[src/rtl/regfile_write_arbiter_if.sv]
// rtl/regfile_write_arbiter_if.sv - writeback, UART-config and register-file port bundle for the write arbiter
interface regfile_write_arbiter_if;
    logic        wb_we;
    logic [4:0]  wb_waddr;
    logic [31:0] wb_wdata;
    logic        cfg_valid;
    logic        cfg_ready;
    logic [4:0]  cfg_waddr;
    logic [31:0] cfg_wdata;
    logic        stall;
    logic        rf_we;
    logic [4:0]  rf_waddr;
    logic [31:0] rf_wdata;
    logic        busy;

    modport master (
        output wb_we, wb_waddr, wb_wdata, cfg_valid, cfg_waddr, cfg_wdata,
        input  cfg_ready, stall, rf_we, rf_waddr, rf_wdata, busy
    );

    modport slave (
        input  wb_we, wb_waddr, wb_wdata, cfg_valid, cfg_waddr, cfg_wdata,
        output cfg_ready, stall, rf_we, rf_waddr, rf_wdata, busy
    );
endinterface

[src/rtl/regfile_write_arbiter.sv]
// rtl/regfile_write_arbiter.sv - register-file write port arbiter, writeback over buffered UART writes (RF_ARB_PERF_EN adds stall counter)
module regfile_write_arbiter #(
    parameter int MAX_WAIT = 4,
    parameter int CNT_W    = 3
) (
    input  logic                         clk,
    input  logic                         rst,
    regfile_write_arbiter_if.slave       bus
`ifdef RF_ARB_PERF_EN
    ,
    output logic [15:0]                  perf_stall_cnt
`endif
);

    typedef enum logic [1:0] {
        IDLE  = 2'd0,
        PEND  = 2'd1,
        FORCE = 2'd2
    } state_t;

    state_t      state_q, state_d;
    logic [CNT_W-1:0] cnt_q, cnt_d;
    logic [4:0]  buf_addr_q;
    logic [31:0] buf_data_q;
    logic        buf_load;

    logic        drive_buf;
    logic        mux_we;
    logic [4:0]  mux_addr;
    logic [31:0] mux_data;

    always_ff @(posedge clk or posedge rst) begin
        if (rst) begin
            state_q    <= IDLE;
            cnt_q      <= '0;
            buf_addr_q <= '0;
            buf_data_q <= '0;
        end else begin
            state_q <= state_d;
            cnt_q   <= cnt_d;
            if (buf_load) begin
                buf_addr_q <= bus.cfg_waddr;
                buf_data_q <= bus.cfg_wdata;
            end
        end
    end

    // A WB write to the buffered address supersedes the older UART value.
    always_comb begin
        state_d  = state_q;
        cnt_d    = cnt_q;
        buf_load = 1'b0;
        case (state_q)
            IDLE: begin
                cnt_d = '0;
                if (bus.cfg_valid) begin
                    state_d  = PEND;
                    buf_load = 1'b1;
                end
            end
            PEND: begin
                if (!bus.wb_we || (bus.wb_waddr == buf_addr_q)) begin
                    state_d = IDLE;
                    cnt_d   = '0;
                end else begin
                    cnt_d = cnt_q + CNT_W'(1);
                    if (cnt_q == CNT_W'(MAX_WAIT - 1))
                        state_d = FORCE;
                end
            end
            FORCE: begin
                state_d = IDLE;
                cnt_d   = '0;
            end
            default: begin
                state_d = IDLE;
                cnt_d   = '0;
            end
        endcase
    end

    always_comb begin
        drive_buf = (state_q == FORCE) || ((state_q == PEND) && !bus.wb_we);
        mux_we    = 1'b0;
        mux_addr  = '0;
        mux_data  = '0;
        if (drive_buf) begin
            mux_we   = 1'b1;
            mux_addr = buf_addr_q;
            mux_data = buf_data_q;
        end else if (bus.wb_we) begin
            mux_we   = 1'b1;
            mux_addr = bus.wb_waddr;
            mux_data = bus.wb_wdata;
        end
    end

    // x0 writes are swallowed here so both sources complete normally.
    assign bus.rf_we     = mux_we && (mux_addr != 5'd0) && !rst;
    assign bus.rf_waddr  = mux_addr;
    assign bus.rf_wdata  = mux_data;
    assign bus.stall     = (state_q == FORCE);
    assign bus.busy      = (state_q != IDLE);
    assign bus.cfg_ready = (state_q == IDLE);

`ifdef RF_ARB_PERF_EN
    always_ff @(posedge clk or posedge rst) begin
        if (rst)
            perf_stall_cnt <= '0;
        else if ((state_q == FORCE) && (perf_stall_cnt != 16'hFFFF))
            perf_stall_cnt <= perf_stall_cnt + 16'd1;
    end
`endif

endmodule

[src/flat_wrapper.sv]
// flat-port wrapper written by rule: the top's interface ports become plain ports
module regfile_write_arbiter_flat 
#(
    parameter int MAX_WAIT = 4,
    parameter int CNT_W    = 3
)
  (clk, rst, bus_wb_we, bus_wb_waddr, bus_wb_wdata, bus_cfg_valid, bus_cfg_waddr, bus_cfg_wdata, bus_cfg_ready, bus_stall, bus_rf_we, bus_rf_waddr, bus_rf_wdata, bus_busy);
  regfile_write_arbiter_if bus_i ();
  input  logic clk;
  input  logic rst;
  input wire logic [$bits(bus_i.wb_we)-1:0] bus_wb_we;
  input wire logic [$bits(bus_i.wb_waddr)-1:0] bus_wb_waddr;
  input wire logic [$bits(bus_i.wb_wdata)-1:0] bus_wb_wdata;
  input wire logic [$bits(bus_i.cfg_valid)-1:0] bus_cfg_valid;
  input wire logic [$bits(bus_i.cfg_waddr)-1:0] bus_cfg_waddr;
  input wire logic [$bits(bus_i.cfg_wdata)-1:0] bus_cfg_wdata;
  output wire logic [$bits(bus_i.cfg_ready)-1:0] bus_cfg_ready;
  output wire logic [$bits(bus_i.stall)-1:0] bus_stall;
  output wire logic [$bits(bus_i.rf_we)-1:0] bus_rf_we;
  output wire logic [$bits(bus_i.rf_waddr)-1:0] bus_rf_waddr;
  output wire logic [$bits(bus_i.rf_wdata)-1:0] bus_rf_wdata;
  output wire logic [$bits(bus_i.busy)-1:0] bus_busy;
  assign bus_i.wb_we = bus_wb_we;
  assign bus_i.wb_waddr = bus_wb_waddr;
  assign bus_i.wb_wdata = bus_wb_wdata;
  assign bus_i.cfg_valid = bus_cfg_valid;
  assign bus_i.cfg_waddr = bus_cfg_waddr;
  assign bus_i.cfg_wdata = bus_cfg_wdata;
  assign bus_cfg_ready = bus_i.cfg_ready;
  assign bus_stall = bus_i.stall;
  assign bus_rf_we = bus_i.rf_we;
  assign bus_rf_waddr = bus_i.rf_waddr;
  assign bus_rf_wdata = bus_i.rf_wdata;
  assign bus_busy = bus_i.busy;
  regfile_write_arbiter #(.MAX_WAIT(MAX_WAIT), .CNT_W(CNT_W)) u_core (.clk(clk), .rst(rst), .bus(bus_i));
endmodule
[config.mk]
export PLATFORM = sky130hd
export DESIGN_NAME = regfile_write_arbiter_flat
export DESIGN_NICKNAME = d
export VERILOG_FILES = /design/src/rtl/regfile_write_arbiter_if.sv /design/src/rtl/regfile_write_arbiter.sv /design/src/flat_wrapper.sv
export SDC_FILE = /design/constraint.sdc
export NUM_CORES = 1
export LEC_CHECK = 0
export BUFFER_PORTS_ARGS = -buffer_cell sky130_fd_sc_hd__buf_2
export CAP_MARGIN = 25
export CORE_UTILIZATION = 48
export CTS_CLUSTER_DIAMETER = 100
export DETAILED_ROUTE_END_ITERATION = 12
export PLACE_DENSITY = 0.85
export SLEW_MARGIN = 20
export SYNTH_ARGS = -nofsm -noshare
export SYNTH_HDL_FRONTEND = slang
export SYNTH_SLANG_ARGS = --single-unit
export TNS_END_PERCENT = 10
[constraint.sdc]
create_clock -name clk -period 2.8 [get_ports clk]
set_input_delay 0.28 -clock clk [delete_from_list [all_inputs] [get_ports clk]]
set_output_delay 0.28 -clock clk [all_outputs]
set_load 0.05 [all_outputs]
-- Word-level counts from Yosys, hierarchy flattened
Index checks and enable logic that the tools add are counted.
- add/sub/neg operators: 1
- equality and inequality tests: 6
- muxes and demuxes: 14
- reduce and logical (&&, ||, !) cells: 11
- operators with widths (kind ; number):
    32-bit 2-to-1 mux ; 2
    5-bit 2-to-1 mux ; 2
    2-bit 2-to-1 mux ; 3
    3-bit 2-to-1 mux ; 2
    5-bit equality test ; 1
    5-bit nonzero test ; 1
    1-bit 2-to-1 mux ; 4
    2-bit one-hot mux with 2 select lines ; 1
    3-bit by 1-bit adder with 3-bit output, second input constant ; 1
    3-bit by 2-bit equality test with 1-bit output, second input constant ; 1
    1-bit logical AND ; 3
    3-bit by 1-bit != test with 1-bit output, second input constant ; 1
    2-bit by 1-bit equality test with 1-bit output, second input constant ; 1
    2-bit equality test, second input constant ; 1
    1-bit logical NOT ; 2
    2-bit logical NOT ; 1
    1-bit logical OR ; 2
    2-bit != test, second input constant ; 1
    2-bit AND reduction ; 1
    2-bit nonzero test ; 1
- register bits: 42
- bits of input ports: 78
- output and inout bits: 41

-- Depth between registers and ports, before layout
- word-level depth: 7
- gate-level depth with buffers: 6

-- Worst setup path before layout
OpenSTA, ideal clock, no wires.
- kind: reg-to-output
- start: register u_core.state_q[1]
- end: output port bus_rf_we
- data arrival time: 2.530 ns
- data required time: 2.520 ns
- path slack: -0.010 ns
- cell stages (with the launch flop): 6
- path buffers: 1
- cells stage by stage: dfrtp_1 -> buf_4 -> nor2_1 -> a22oi_1 -> o21ai_0 -> o31a_1
- cells in the longest elaborated chain, start to end: 7
- RTL lines (element ; RTL line ; source):
    start, declared ; regfile_write_arbiter.sv:21 ; state_t state_q, state_d;
    start signal, assigned ; regfile_write_arbiter.sv:39 ; state_q <= state_d;
    2-bit by 1-bit equality test with 1-bit output ; regfile_write_arbiter.sv:83 ; drive_buf = (state_q == FORCE) || ((state_q == PEND) && !bus.wb_we);
    1-bit logical AND ; regfile_write_arbiter.sv:83 ;
    1-bit logical OR * ; regfile_write_arbiter.sv:83 ;
    5-bit 2-to-1 mux * ; regfile_write_arbiter.sv:87 ; if (drive_buf) begin
    net bus_rf_waddr[1] ; flat_wrapper.sv:20 ; output wire logic [$bits(bus_i.rf_waddr)-1:0] bus_rf_waddr;
    5-bit nonzero test * ; regfile_write_arbiter.sv:99 ; assign bus.rf_we = mux_we && (mux_addr != 5'd0) && !rst;
    1-bit logical AND * (2 in series) ; regfile_write_arbiter.sv:99 ;
    end, declared ; flat_wrapper.sv:19 ; output wire logic [$bits(bus_i.rf_we)-1:0] bus_rf_we;
The timed path passes the listed nets; every way through them passes the cells marked *.

-- Worst setup path in the final report
- start: register u_core.state_q[1]
- end: output port bus_rf_wdata[5]
- cells in the longest elaborated chain, start to end: 4
- RTL lines (element ; RTL line ; source):
    2-bit by 1-bit equality test with 1-bit output ; regfile_write_arbiter.sv:83 ;
    1-bit logical AND ; regfile_write_arbiter.sv:83 ;
    1-bit logical OR * ; regfile_write_arbiter.sv:83 ;
    32-bit 2-to-1 mux * ; regfile_write_arbiter.sv:87 ;
    end, declared ; flat_wrapper.sv:21 ; output wire logic [$bits(bus_i.rf_wdata)-1:0] bus_rf_wdata;
Mark *: on every way between the ends. The rest lies on a longest branch, timed or not.

==> flow_summary.ini <==
[run_status]
outcome = finished with violations
violations = DRC

[clock_tree]
cts_tree = built
cts.sinks = 42
clk_latency_ns = 0.29
cts-root-buf = clkbuf_8
path_clk_slew_ns = 0.08
h-tree-depth = 2
cts-buffers-inserted = 5
clock_path_buffers = 2
hold_buffers = 0

[place]
hpwl_um = 3690
place_congestion = 0.809
port_buffers = 118

[routing]
detail_route.vias_per_cell = 5.38
wl_um = 4940
remaining_drc_errors = 2
num_vias = 1856
wl_per_cell_um = 14.3
dr.pass1.iters = 8
ant_nets = 0
drt_iter0_markers = 76

[yosys]
ys_seq_elements = 42
synth.distinct_cells = 30
syn_area_per_cell_um2 = 12.3
netlist_instances = 178
synth_top_area_cell = dfrtp_1
synthesis.area_mm2 = 0.00218
syn-num-nets = 258
yosys_warnings = 0
synth.area.top_cells = dfrtp_1, mux2_1, a22o_1, a22oi_1, buf_4
ys_seq_area_share_pct = 48.1
synth_top_area_share_pct = 48.1

[worst_setup_path]
critPathLaunchType = register
r2r-start = u_core.state_q[0]$_DFFE_PP0P_
r2r-end = u_core.buf_addr_q[0]$_DFFE_PP0P_
critPathKind = reg -> out
reg2reg_slack_ns = 0.97
crit_slowest_cell = dfrtp_1
worst_ep_arrival_time_ns = 2.28
slowest_delay_ns = 0.51
crit_path_end_kind = output pin
cp_max_fo = 20
cp.required_ns = 2.52
reg2regPathDepth = 4
critical_path.cell_chain = nor2b_1, a21o_2, buf_12, a22o_1, buf_2
crit_path_end = bus_rf_wdata[5]
startpoint = u_core.state_q[1]$_DFFE_PP0P_

[pwr]
power.leakage_nw = 1.46
power_density_mw_per_mm2 = 715
vdd_drop_max_mv = 0.390
p_total_mw = 2.07

[layout]
fin_nets = 372
multiInputGateArea_mm2 = 0.00104
regArea_mm2 = 0.00105
syn2layout_area_growth_pct = 32.7
fillers = 358
final_util_pct = 66.6
diodes = 0
drive_above_1_share_pct = 46.1

[grt]
grt_pass1_vias = 1839
grt_first_pass_wirelength_um = 8300
grt_usage_pct = 21.4
grt_remaining_overflow = 0
grt_antenna_before_repair = 0
grt_max_degree = 39

[die]
die_area_mm2 = 0.00482
rows = 24
ios = 119
die_y_um = 69.5
start_util_pct = 50.2
die_x_um = 69.5
core-area_mm2 = 0.00435

[worst_hold_path]
min_path_type = in -> async

[sta]
hold_viol = 0
clock_skew_ns = 0.00889
tightest_slew_ns = 0.778
min_period_ns = 2.56
relSlewSlack_pct = 47.8
setup_tns_ns = 0
fmax_mhz = 391
rsz0062_at_grt = no
drv_slew = 0
period_share_pct = 91.3
finalSetupViolations = 0
worst_hold_slack_ns = 0.0403

[job]
max_cap_viol_count = 0
-- flip-flops by register name, indices dropped and copies added, names as in the netlist --
register	count
u_core.buf_data_q	32
u_core.buf_addr_q	5
u_core.cnt_q	3
u_core.state_q	2
-- area by class of cell --
cell class | instances | area share, %
Clock buffer | 7 | 2.98
Clock inverter | 1 | 0.173
Timing Repair Buffer | 122 | 21.8
Tap cell | 52 | 2.24
Multi-Input combinational cell | 115 | 35.7
Inverter | 6 | 0.777
Sequential cell | 42 | 36.3
-- Yosys cell counts, drive strengths merged --
| cell type | count |
|---|---|
| a21o | 1 |
| inv | 6 |
| nor2 | 7 |
| o21ai | 2 |
| a31o | 1 |
| xnor2 | 3 |
| o31a | 1 |
| dfrtp | 42 |
| or4bb | 2 |
| a22o | 33 |
| a22oi | 4 |
| o311ai | 1 |
| nor3 | 1 |
| buf | 8 |
| o21bai | 1 |
| xor2 | 2 |
| and2 | 1 |
| nand3b | 4 |
| nand4 | 2 |
| ha | 2 |
| clkbuf | 7 |
| and3 | 1 |
| or2 | 1 |
| or4 | 1 |
| nor2b | 4 |
| mux2 | 37 |
| nand3 | 3 |
-- timing repair --
| item | CTS | global route |
|---|---|---|
| gates resized for setup | 0 | 2 |
| setup buffers | 0 | 0 |
| endpoints found under the setup margin | 0 | 7 |
-- per-layer routing --
| metal | track usage, % | wire [um] | vias to the layer above |
|---|---|---|---|
| met4 | 7.71 | 25 | 0 |
| met2 | 36.7 | 2560 | 81 |
| met1 | 26.4 | 2060 | 884 |
| li1 | - | - | 886 |
| met3 | 4.94 | 293 | 5 |
| met5 | 0 | 0 | - |
-- power breakdown --
part           switching, mW  internal [mW]
clock network          0.198          0.199
registers              0.107          0.764
logic                  0.512          0.293
total                  0.817           1.26
-- worst min-delay path by stage --
| stage | from | to | slack [ns] | depth (start not counted) |
|---|---|---|---|---|
| after floorplan | u_core.cnt_q[0]$_DFF_PP0_ | u_core.cnt_q[0]$_DFF_PP0_ | 0.41 | 1 |
| after global placement | rst | u_core.buf_addr_q[4]$_DFFE_PP0P_ | 0.36 | 2 |
| after detailed placement | rst | u_core.buf_data_q[1]$_DFFE_PP0P_ | 0.38 | 2 |
| after CTS | rst | u_core.buf_data_q[1]$_DFFE_PP0P_ | 0.06 | 2 |
| after global routing | rst | u_core.buf_data_q[6]$_DFFE_PP0P_ | 0.09 | 2 |
| final | rst | u_core.cnt_q[1]$_DFF_PP0_ | 0.04 | 2 |
-- worst max-delay path, delay by kind of cell (launching register included) --
| family | cells | cell delay (ns) |
|---|---|---|
| DFF | 1 | 0.51 |
| buffers and inverters | 2 | 0.46 |
| AOI/OAI and AO/OA | 2 | 0.50 |
| and+or+nand+nor | 1 | 0.51 |
-- stage by stage --
stage	instances	area (um^2)	setup WS, ns
after floorplan	178	2180	0.0145
final	345	2900	0.243
after global placement	337	2800	0.585
after detailed placement	337	2800	0.455
after CTS	345	2890	0.139
after global routing	345	2900	0.101
-- cells by family after synthesis --
| group | count (synthesis) | share of synthesized area, % |
|---|---|---|
| buffers and inverters | 21 | 4.81 |
| AND/OR/NAND/NOR | 27 | 7.90 |
| XOR/XNOR | 5 | 2.00 |
| multiplexers | 37 | 19.1 |
| flip-flops | 42 | 48.1 |
| adder cells (fa/ha/maj) | 2 | 1.15 |
| AO/OA/AOI/OAI | 44 | 17.0 |
-- placed cells by master, fill, tap and decap left out, drive strengths merged, types with 2 or more instances in the layout --
cell / Yosys / final
ha: 2 / 2
nor2: 7 / 7
xnor2: 3 / 3
buf: 8 / 122
nand3: 3 / 3
or4bb: 2 / 2
nand3b: 4 / 4
xor2: 2 / 2
clkbuf: 7 / 7
nand4: 2 / 2
a22o: 33 / 33
clkinv: 0 / 2
nor2b: 4 / 4
dfrtp: 42 / 42
mux2: 37 / 37
a22oi: 4 / 4
o21ai: 2 / 2
inv: 6 / 5
Power figures use the tool's default switching activity.
